<file path="src/rtl/sdram_arb_pkg.sv">
// Shared types and helpers for the SDRAM read-port arbiter.
// Holds the arbiter state encoding and index-width sizing.
package sdram_arb_pkg;

   typedef enum logic [1:0] {
      IDLE_S = 2'd0,
      CMD_S  = 2'd1,
      DATA_S = 2'd2
   } arb_state_t;

   localparam int MAX_MASTERS = 8;

   // Width of an index into n items; never below one bit.
   function automatic int idx_w(input int n);
      return (n > 1) ? $clog2(n) : 1;
   endfunction

endpackage

</file>
<file path="src/rtl/sdram_rd_arbiter_rr_pick.sv">
// Rotating-priority picker: first requester at or after ptr_i, cyclically.
// Purely combinational, zero latency, no backpressure.
module rr_pick
   import sdram_arb_pkg::*;
#(
   parameter int N     = 2,
   parameter int IDX_W = idx_w(N)
) (
   input  logic [N-1:0]     req_i,
   input  logic [IDX_W-1:0] ptr_i,
   output logic [IDX_W-1:0] idx_o,
   output logic             any_o
);

   always_comb begin
      int c;
      c     = 0;
      idx_o = ptr_i;
      any_o = 1'b0;
      // Scan from the farthest offset down so the nearest requester wins.
      for (int i = N - 1; i >= 0; i--) begin
         c = int'(ptr_i) + i;
         if (c >= N) c = c - N;
         if (req_i[c]) begin
            idx_o = IDX_W'(c);
            any_o = 1'b1;
         end
      end
   end

endmodule

</file>
<file path="src/rtl/sdram_rd_arbiter.sv">
// Burst-granular round-robin arbiter for one Avalon-MM SDRAM read port; grant is
// registered (request->s_read in 1 cycle), command and readdatavalid pass through combinationally.
module sdram_rd_arbiter
   import sdram_arb_pkg::*;
#(
   parameter int N_MASTERS = 2,
   parameter int ADDR_W    = 27,
   parameter int DATA_W    = 32,
   parameter int BURST_W   = 9
) (
   input  logic                           clk_i,
   input  logic                           rst_ni,
   input  logic [N_MASTERS-1:0]           m_read_i,
   input  logic [N_MASTERS*ADDR_W-1:0]    m_address_i,
   input  logic [N_MASTERS*BURST_W-1:0]   m_burstcount_i,
   output logic [N_MASTERS-1:0]           m_waitrequest_o,
   output logic [N_MASTERS-1:0]           m_readdatavalid_o,
   output logic [DATA_W-1:0]              m_readdata_o,
   output logic                           s_read_o,
   output logic [ADDR_W-1:0]              s_address_o,
   output logic [BURST_W-1:0]             s_burstcount_o,
   input  logic                           s_waitrequest_i,
   input  logic                           s_readdatavalid_i,
   input  logic [DATA_W-1:0]              s_readdata_i,
   output logic [$clog2(N_MASTERS)-1:0]   grant_o,
   output logic                           busy_o,
   output logic                           err_o
);

   localparam int GW = $clog2(N_MASTERS);

   arb_state_t         state_q, state_d;
   logic [GW-1:0]      grant_q, grant_d;
   logic [GW-1:0]      ptr_q, ptr_d;
   logic [GW-1:0]      pick_idx, grant_inc;
   logic [BURST_W-1:0] beat_q, beat_d;
   logic               err_q, err_d;
   logic               pick_any;
   logic               g_read;
   logic [ADDR_W-1:0]  g_addr;
   logic [BURST_W-1:0] g_bc;

   rr_pick #(
      .N     (N_MASTERS),
      .IDX_W (GW)
   ) u_pick (
      .req_i (m_read_i),
      .ptr_i (ptr_q),
      .idx_o (pick_idx),
      .any_o (pick_any)
   );

   assign g_read    = m_read_i[grant_q];
   assign g_addr    = m_address_i[int'(grant_q)*ADDR_W +: ADDR_W];
   assign g_bc      = m_burstcount_i[int'(grant_q)*BURST_W +: BURST_W];
   assign grant_inc = (grant_q == GW'(N_MASTERS - 1)) ? '0 : grant_q + GW'(1);

   always_comb begin
      state_d           = state_q;
      grant_d           = grant_q;
      ptr_d             = ptr_q;
      beat_d            = beat_q;
      // Data with no burst outstanding is a slave protocol violation.
      err_d             = err_q | (s_readdatavalid_i && (state_q != DATA_S));
      m_waitrequest_o   = '1;
      m_readdatavalid_o = '0;
      s_read_o          = 1'b0;
      s_address_o       = '0;
      s_burstcount_o    = '0;
      case (state_q)
         IDLE_S: begin
            if (pick_any) begin
               grant_d = pick_idx;
               state_d = CMD_S;
            end
         end
         CMD_S: begin
            s_read_o                 = g_read;
            s_address_o              = g_addr;
            s_burstcount_o           = g_bc;
            m_waitrequest_o[grant_q] = s_waitrequest_i;
            // A withdrawn request keeps its turn: the pointer is left alone.
            if (!g_read) begin
               state_d = IDLE_S;
            end else if (!s_waitrequest_i) begin
               if (g_bc == '0) begin
                  err_d   = 1'b1;
                  ptr_d   = grant_inc;
                  state_d = IDLE_S;
               end else begin
                  beat_d  = g_bc;
                  state_d = DATA_S;
               end
            end
         end
         DATA_S: begin
            m_readdatavalid_o[grant_q] = s_readdatavalid_i;
            if (s_readdatavalid_i) begin
               beat_d = beat_q - BURST_W'(1);
               if (beat_q == BURST_W'(1)) begin
                  ptr_d   = grant_inc;
                  state_d = IDLE_S;
               end
            end
         end
         default: state_d = IDLE_S;
      endcase
   end

   always_ff @(posedge clk_i or negedge rst_ni) begin
      if (!rst_ni) begin
         state_q <= IDLE_S;
         grant_q <= '0;
         ptr_q   <= '0;
         beat_q  <= '0;
         err_q   <= 1'b0;
      end else begin
         state_q <= state_d;
         grant_q <= grant_d;
         ptr_q   <= ptr_d;
         beat_q  <= beat_d;
         err_q   <= err_d;
      end
   end

   assign m_readdata_o = s_readdata_i;
   assign grant_o      = grant_q;
   assign busy_o       = (state_q != IDLE_S);
   assign err_o        = err_q;

endmodule

</file>
<file path="config.mk">
export PLATFORM = sky130hd
export DESIGN_NAME = sdram_rd_arbiter
export DESIGN_NICKNAME = d
export VERILOG_FILES = /design/src/rtl/sdram_arb_pkg.sv /design/src/rtl/sdram_rd_arbiter_rr_pick.sv /design/src/rtl/sdram_rd_arbiter.sv
export SDC_FILE = /design/constraint.sdc
export NUM_CORES = 1
export LEC_CHECK = 0
export ABC_CLOCK_PERIOD_IN_PS = 4200
export BUFFER_PORTS_ARGS = -buffer_cell sky130_fd_sc_hd__buf_4
export CORE_ASPECT_RATIO = 1.75
export CORE_MARGIN = 2
export CORE_UTILIZATION = 30
export DETAILED_ROUTE_END_ITERATION = 7
export PLACE_DENSITY_LB_ADDON = 0.25
export SLEW_MARGIN = 20
export SYNTH_ARGS = -nofsm -noshare
export SYNTH_HDL_FRONTEND = slang
export SYNTH_SLANG_ARGS = --single-unit
</file>
<file path="constraint.sdc">
create_clock -name clk_i -period 4.2 [get_ports clk_i]
set_input_delay 0.63 -clock clk_i [delete_from_list [all_inputs] [get_ports clk_i]]
set_output_delay 0.63 -clock clk_i [all_outputs]
set_load 0.05 [all_outputs]
</file>
==> impl_metrics.env, run 1 <==
export IMPL_status="finished clean"
export IMPL_drc_errors=0
export IMPL_tightestPinTransition_ps=811.3
export IMPL_synth_top_cell_area_share_pct=24.41
export IMPL_clkLatencyLatePin_ps=240
export IMPL_vias_per_cell=4.594
export IMPL_drive_gt1_share_pct=47.49
export IMPL_critical_path_most_common_cell="buf_4"
export IMPL_worstSetupStartpointType="register"
export IMPL_numPortBuffers=121
export IMPL_maxCapViolCount=0
export IMPL_synth_area_leader_cell="mux2i_1"
export IMPL_die_area_um2=6675
export IMPL_fin_skew_ps=7.523
export IMPL_cts_buffers=3
export IMPL_crit_arrival_ps=2140
export IMPL_fin_nets=412
export IMPL_routed_wl_um=5602
export IMPL_gp_congestion=0.7670
export IMPL_antenna_found_initial=0
export IMPL_crit_start="grant_o"
export IMPL_worstPathRequired_ps=3570
export IMPL_setup_tns_ps=0
export IMPL_crit_path_max_fanout=32
export IMPL_wl_per_cell_um=14.86
export IMPL_leakagePower_uw=0.001349
export IMPL_cts_resized=0
export IMPL_hold_viol_final=0
export IMPL_n_fill_cell=631
export IMPL_syn_num_nets=327
export IMPL_setup_viol=0
export IMPL_first_global_vias=1814
export IMPL_postCtsSetupBuffers=0
export IMPL_period_share_pct=65.93
export IMPL_multi_input_area_um2=1142
export IMPL_detailedPlace_worstSlack_ps=1696
export IMPL_insertedDiodeCount=0
export IMPL_final_common_cell="buf_4"
export IMPL_synth_seq_cells=14
export IMPL_syn_cell_area_um2=1804
export IMPL_first_iter_violations=36
export IMPL_rsz0062_at_grt="false"
export IMPL_synthCells=215
export IMPL_power_density_nw_per_um2=785.2
export IMPL_clk_pin_slew_ps=60
export IMPL_pin_count=186
export IMPL_crit_chain="buf_4, mux2i_1, nor2_1, buf_4"
export IMPL_cts_buffer_depth=2
export IMPL_synth_simple_area_share_pct=21.84
export IMPL_h_tree_depth=1
export IMPL_die_h_um=106.6
export IMPL_synth_compound_area_share_pct=6.796
export IMPL_synth_area_leaders="mux2i_1 (24%), dfrtp_1 (19%), buf_4 (13%), nor2_1 (10%), mux2_4 (5.8%)"
export IMPL_fmax_mhz=361.1
export IMPL_regArea_um2=351.6
export IMPL_worstReg2RegStart="grant_o"
export IMPL_end_kind="output port"
export IMPL_slew_violations=0
export IMPL_ant_nets=0
export IMPL_peakVddDrop_v=0.0005363
export IMPL_grt_first_pass_wirelength_um=8776
export IMPL_ys_types=37
export IMPL_avgSynthCellArea_um2=8.392
export IMPL_grt_util_all_layers_pct=16.35
export IMPL_setup_slack_ps=1431
export IMPL_slowest_delay_ps=900
export IMPL_start_util_pct=30.93
export IMPL_worstSetupPathType="register to output port"
export IMPL_relSlewSlack_pct=45.91
export IMPL_route_vias_total=1732
export IMPL_first_pass_iters=3
export IMPL_core_area_um2=5833
export IMPL_cts_tree="yes"
export IMPL_synth_fa_ha_area_share_pct=1.387
export IMPL_synth_mux_area_fraction_pct=30.24
export IMPL_fp_row_count=37
export IMPL_die_w_um=62.62
export IMPL_yosys_warnings=0
export IMPL_synth_xor_xnor_area_share_pct=2.913
export IMPL_min_path_type="input pin to async pin"
export IMPL_synth_top_family_by_area="multiplexers"
export IMPL_slowest_stage="dfrtp_2"
export IMPL_grt_overflow=0
export IMPL_final_cell_mix="buf_4 (122), nor2_1 (48), mux2i_1 (44), dfrtp_1 (13), nand2_1 (10)"
export IMPL_root_buffer="clkbuf_8"
export IMPL_clkSinkCount=14
export IMPL_syn_to_final_growth_pct=42.72
export IMPL_period_needed_ps=2769
export IMPL_dp_hpwl_um=4535
export IMPL_ys_seq_area_share_pct=19.42
export IMPL_grt_max_degree=41
export IMPL_cts_hold_fix_buffers=0
==> worst max-delay path, delay by kind of cell, from the launching register on <==
| family | cells | cell delay, ps |
|---|---|---|
| flops | 1 | 900 |
| buf+inv | 2 | 630 |
| mux | 1 | 290 |
| simple gates | 1 | 70 |
==> power breakdown <==
part / internal, uW / switching [uW] / total [uW] / leakage, uW
combinational: 574 / 1000 / 1580 / 0.00117
sequential: 195 / 133 / 328 / 0.000158
clock: 67.0 / 47.6 / 115 / 0.0000228
==> stage by stage <==
stage / util, % / total power (uW) / area, um^2 / instances / hold slack [ps]
after floorplan: - / 1572 / 1804 / 215 / 334.4
after global placement: 43.33 / 1908 / 2527 / 373 / 492.8
after detailed placement: 43.33 / 1919 / 2527 / 373 / 499.4
after CTS: 44.10 / 2041 / 2572 / 377 / 234.3
after global routing: 44.14 / 2145 / 2575 / 377 / 233.1
final: 44.14 / 2022 / 2575 / 377 / 228.4
==> final cells by class <==
| class | instances | area share, % |
|---|---|---|
| flip-flops and latches | 14 | 13.65 |
| inverters | 6 | 0.8746 |
| repair buffers | 122 | 35.57 |
| clock buffers | 4 | 1.749 |
| well taps | 78 | 3.790 |
| multi-input cells | 153 | 44.36 |
==> registers in the layout, indices dropped and copies added, names as in the netlist <==
register and flops:
ptr_q 1, beat_q 9, state_q 2, grant_o 1, err_o 1
==> synthesized netlist by cell type <==
master and n:
ha_1 2, a21oi_2 1, a21oi_1 5, nand2b_1 3, o22ai_1 1, nor3_4 1
or3_1 1, dfrtp_1 14, mux2i_1 44, nor4_4 1, nand2b_4 1, and3_1 1
nor3_1 3, nor2_1 48, a22oi_1 1, inv_1 6, buf_1 1, a32o_1 1
nand3_1 2, buf_4 32, a31oi_1 1, xnor2_1 2, o21bai_1 1, xor2_1 4
a221o_1 1, clkbuf_1 3, nor4b_4 1, nor2b_1 1, buf_2 5, nor2_2 1
a2bb2oi_1 1, and2b_1 1, buf_6 1, mux2_4 7, nor4_1 4, a21oi_4 2
nand2_1 10
==> path summary, 6_finish.rpt <==
check,endpoint,depth (start not counted),slack (ps)
max in group asynchronous,grant_o,1,3780
worst max register to register,beat_q[3],6,1710
min in group clk_i,err_o,1,520
worst min register to register,err_o,1,520
worst max-delay path,s_burstcount_o[8],4,1430
worst min-delay path,ptr_q,1,230
==> cells by family after synthesis <==
group / after synthesis
AOI/OAI and AO/OA: 15
xor gates and xnor gates: 6
adders and majority gates: 2
buffers and inverters: 48
DFF: 14
muxes: 51
and+or+nand+nor: 79
==> routing by layer <==
layer | wire length [um] | vias up | track usage (%)
met1 | 2070 | 781 | 17.09
met5 | 0 | - | 0
met3 | 361 | 18 | 3.148
met4 | 146 | 0 | 6.190
met2 | 3022 | 68 | 31.57
li1 | - | 865 | -
Note: power is estimated with default switching activity, not from simulation.
==> run 2: changes to the inputs <==
--- a/config.mk
+++ b/config.mk
@@ -5,7 +5,7 @@
 export SDC_FILE = /design/constraint.sdc
 export NUM_CORES = 1
 export LEC_CHECK = 0
-export ABC_CLOCK_PERIOD_IN_PS = 4200
+export ABC_CLOCK_PERIOD_IN_PS = 2610
 export BUFFER_PORTS_ARGS = -buffer_cell sky130_fd_sc_hd__buf_4
 export CORE_ASPECT_RATIO = 1.75
 export CORE_MARGIN = 2
==> constraint.sdc (replaced) <==
create_clock -name clk_i -period 2.61 [get_ports clk_i]
set_input_delay 0.3915 -clock clk_i [delete_from_list [all_inputs] [get_ports clk_i]]
set_output_delay 0.3915 -clock clk_i [all_outputs]
set_load 0.05 [all_outputs]
==> impl_metrics.env, run 2 (synthesis results as in run 1) <==
export IMPL_max_flop_register="beat_q"
export IMPL_critical_path_most_common_cell="buf_4"
export IMPL_worstReg2RegStart="grant_o"
export IMPL_combPwrFrac_pct=80.4
export IMPL_die_w_um=62.62
export IMPL_gp_congestion=0.7856
export IMPL_pin_count=186
export IMPL_largest_reg_flops=9
export IMPL_vias_per_cell=4.607
export IMPL_cts_resized=0
export IMPL_setup_viol=0
export IMPL_relSlewSlack_pct=69.69
export IMPL_route_vias_total=1760
export IMPL_grt_max_degree=27
export IMPL_ant_nets=0
export IMPL_final_util_pct=44.79
export IMPL_dp_cells=377
export IMPL_peakVddDrop_v=0.0005865
export IMPL_power_frac_seq_pct=14.0
export IMPL_p_int_uw=1379
export IMPL_die_h_um=106.6
export IMPL_worstPathRequired_ps=2220
export IMPL_slew_violations=0
export IMPL_first_global_vias=1825
export IMPL_core_area_um2=5833
export IMPL_maxCapViolCount=0
export IMPL_cts_buffer_depth=2
export IMPL_power_uw=3311
export IMPL_drc_errors=0
export IMPL_grt_overflow=0
export IMPL_clkSinkCount=14
export IMPL_start_util_pct=30.93
export IMPL_multi_input_area_um2=1140
export IMPL_die_area_um2=6675
export IMPL_antenna_found_initial=0
export IMPL_insertedDiodeCount=0
export IMPL_slowest_delay_ps=420
export IMPL_fp_row_count=37
export IMPL_clkLatencyLatePin_ps=250
export IMPL_hp_start="m_read_i[0]"
export IMPL_crit_chain="nand2b_4, buf_4, or3_1, buf_4"
export IMPL_numPortBuffers=121
export IMPL_hold_viol_final=0
export IMPL_fin_nets=417
export IMPL_cts_buffers=3
export IMPL_crit_arrival_ps=1710
export IMPL_fin_skew_ps=11.65
export IMPL_regArea_um2=351.6
export IMPL_clkPwrFrac_pct=5.7
export IMPL_first_pass_iters=4
export IMPL_drive_gt1_share_pct=47.70
export IMPL_rsz0062_at_grt="false"
export IMPL_p_sw_share_pct=58.34
export IMPL_leakagePower_uw=0.001372
export IMPL_cts_hold_fix_buffers=1
export IMPL_cts_tree="yes"
export IMPL_fin_cells=382
export IMPL_fmax_mhz=474.9
export IMPL_postCtsSetupBuffers=0
export IMPL_final_cell_mix="buf_4 (126), nor2_1 (48), mux2i_1 (44), dfrtp_1 (13), nand2_1 (10)"
export IMPL_grt_util_all_layers_pct=17.50
export IMPL_wl_per_cell_um=15.44
export IMPL_first_iter_violations=53
export IMPL_period_needed_ps=2106
export IMPL_dp_hpwl_um=4993
export IMPL_routed_wl_um=5899
export IMPL_clk_pin_slew_ps=60
export IMPL_h_tree_depth=1
export IMPL_slowest_stage="dfrtp_1"
export IMPL_tightestPinTransition_ps=450.5
export IMPL_worstSetupStartpointType="register"
export IMPL_syn_to_final_growth_pct=44.80
export IMPL_min_path_type="input pin to register"
export IMPL_grt_first_pass_wirelength_um=9190
export IMPL_power_density_nw_per_um2=1267
export IMPL_root_buffer="clkbuf_8"
export IMPL_final_common_cell="buf_4"
export IMPL_end_kind="output port"
export IMPL_crit_path_max_fanout=26
export IMPL_worstSetupPathType="register to output port"
export IMPL_n_fill_cell=596
export IMPL_setup_tns_ps=0
export IMPL_p_switching_uw=1932
export IMPL_period_share_pct=80.68
export IMPL_status="finished clean"
export IMPL_hold_ws_ps=327.6
export IMPL_crit_start="state_q[1]"
export IMPL_reg_largest_list="beat_q: 9 flops, state_q: 2 flops"
[run 2: cell count changes in the layout (fill, tap and decap cells not counted)]
| cell | delta |
|---|---|
| buf_4 | +4 |
| nor2b_2 | -1 |
| dlygate4sd3_1 | +1 |
| nor2b_1 | +1 |
[run 2: power by group through the flow]
stage	clock network, uW	logic, uW	registers [uW]
3_5_place_dp	0	2680	465
2_1_floorplan	0	2090	435
6_report	188	2660	462
4_1_cts	193	2690	461
3_3_place_gp	0	2660	460
5_1_grt	209	2820	481
[run 2: routing by layer]
| metal | track usage (%) | vias up | share of wire (%) |
|---|---|---|---|
| li1 | - | 874 | - |
| met1 | 17.81 | 798 | 36 |
| met2 | 33.64 | 67 | 55 |
| met3 | 3.358 | 21 | 6.3 |
| met4 | 8.095 | 0 | 3.0 |
| met5 | 0 | - | 0 |
[run 2: stage by stage]
stage,worst slack (ps),instance area (um^2)
after global placement,782.3,2557
after floorplan,72.17,1804
after detailed placement,752.5,2557
after CTS,496.6,2613
after global routing,429.4,2613
final,504.2,2613
[run 2: path summary, 6_finish.rpt]
path                                       to  slack, ps  cells past startpoint
max in group asynchronous             grant_o       1900                      2
hold / removal                        grant_o        330                      2
min in group asynchronous               ptr_q        530                      2
setup / recovery           m_waitrequest_o[0]        500                      4
setup reg to reg                    beat_q[2]        740                      5
hold reg to reg                    state_q[0]        530                      1
[run 2: critical path: cells and delay by family (launching register included)]
kind,cells,cell delay [ps]
buffers and inverters,2,460
flip-flops,1,420
AND/OR/NAND/NOR,2,580
[run 2: layout make-up]
cell class,count,share of cell area [%]
multi-input cells,153,43.63
flip-flops and latches,14,13.46
repair buffers,127,36.59
inverters,6,0.8621
clock buffers,4,1.724
well taps,78,3.736
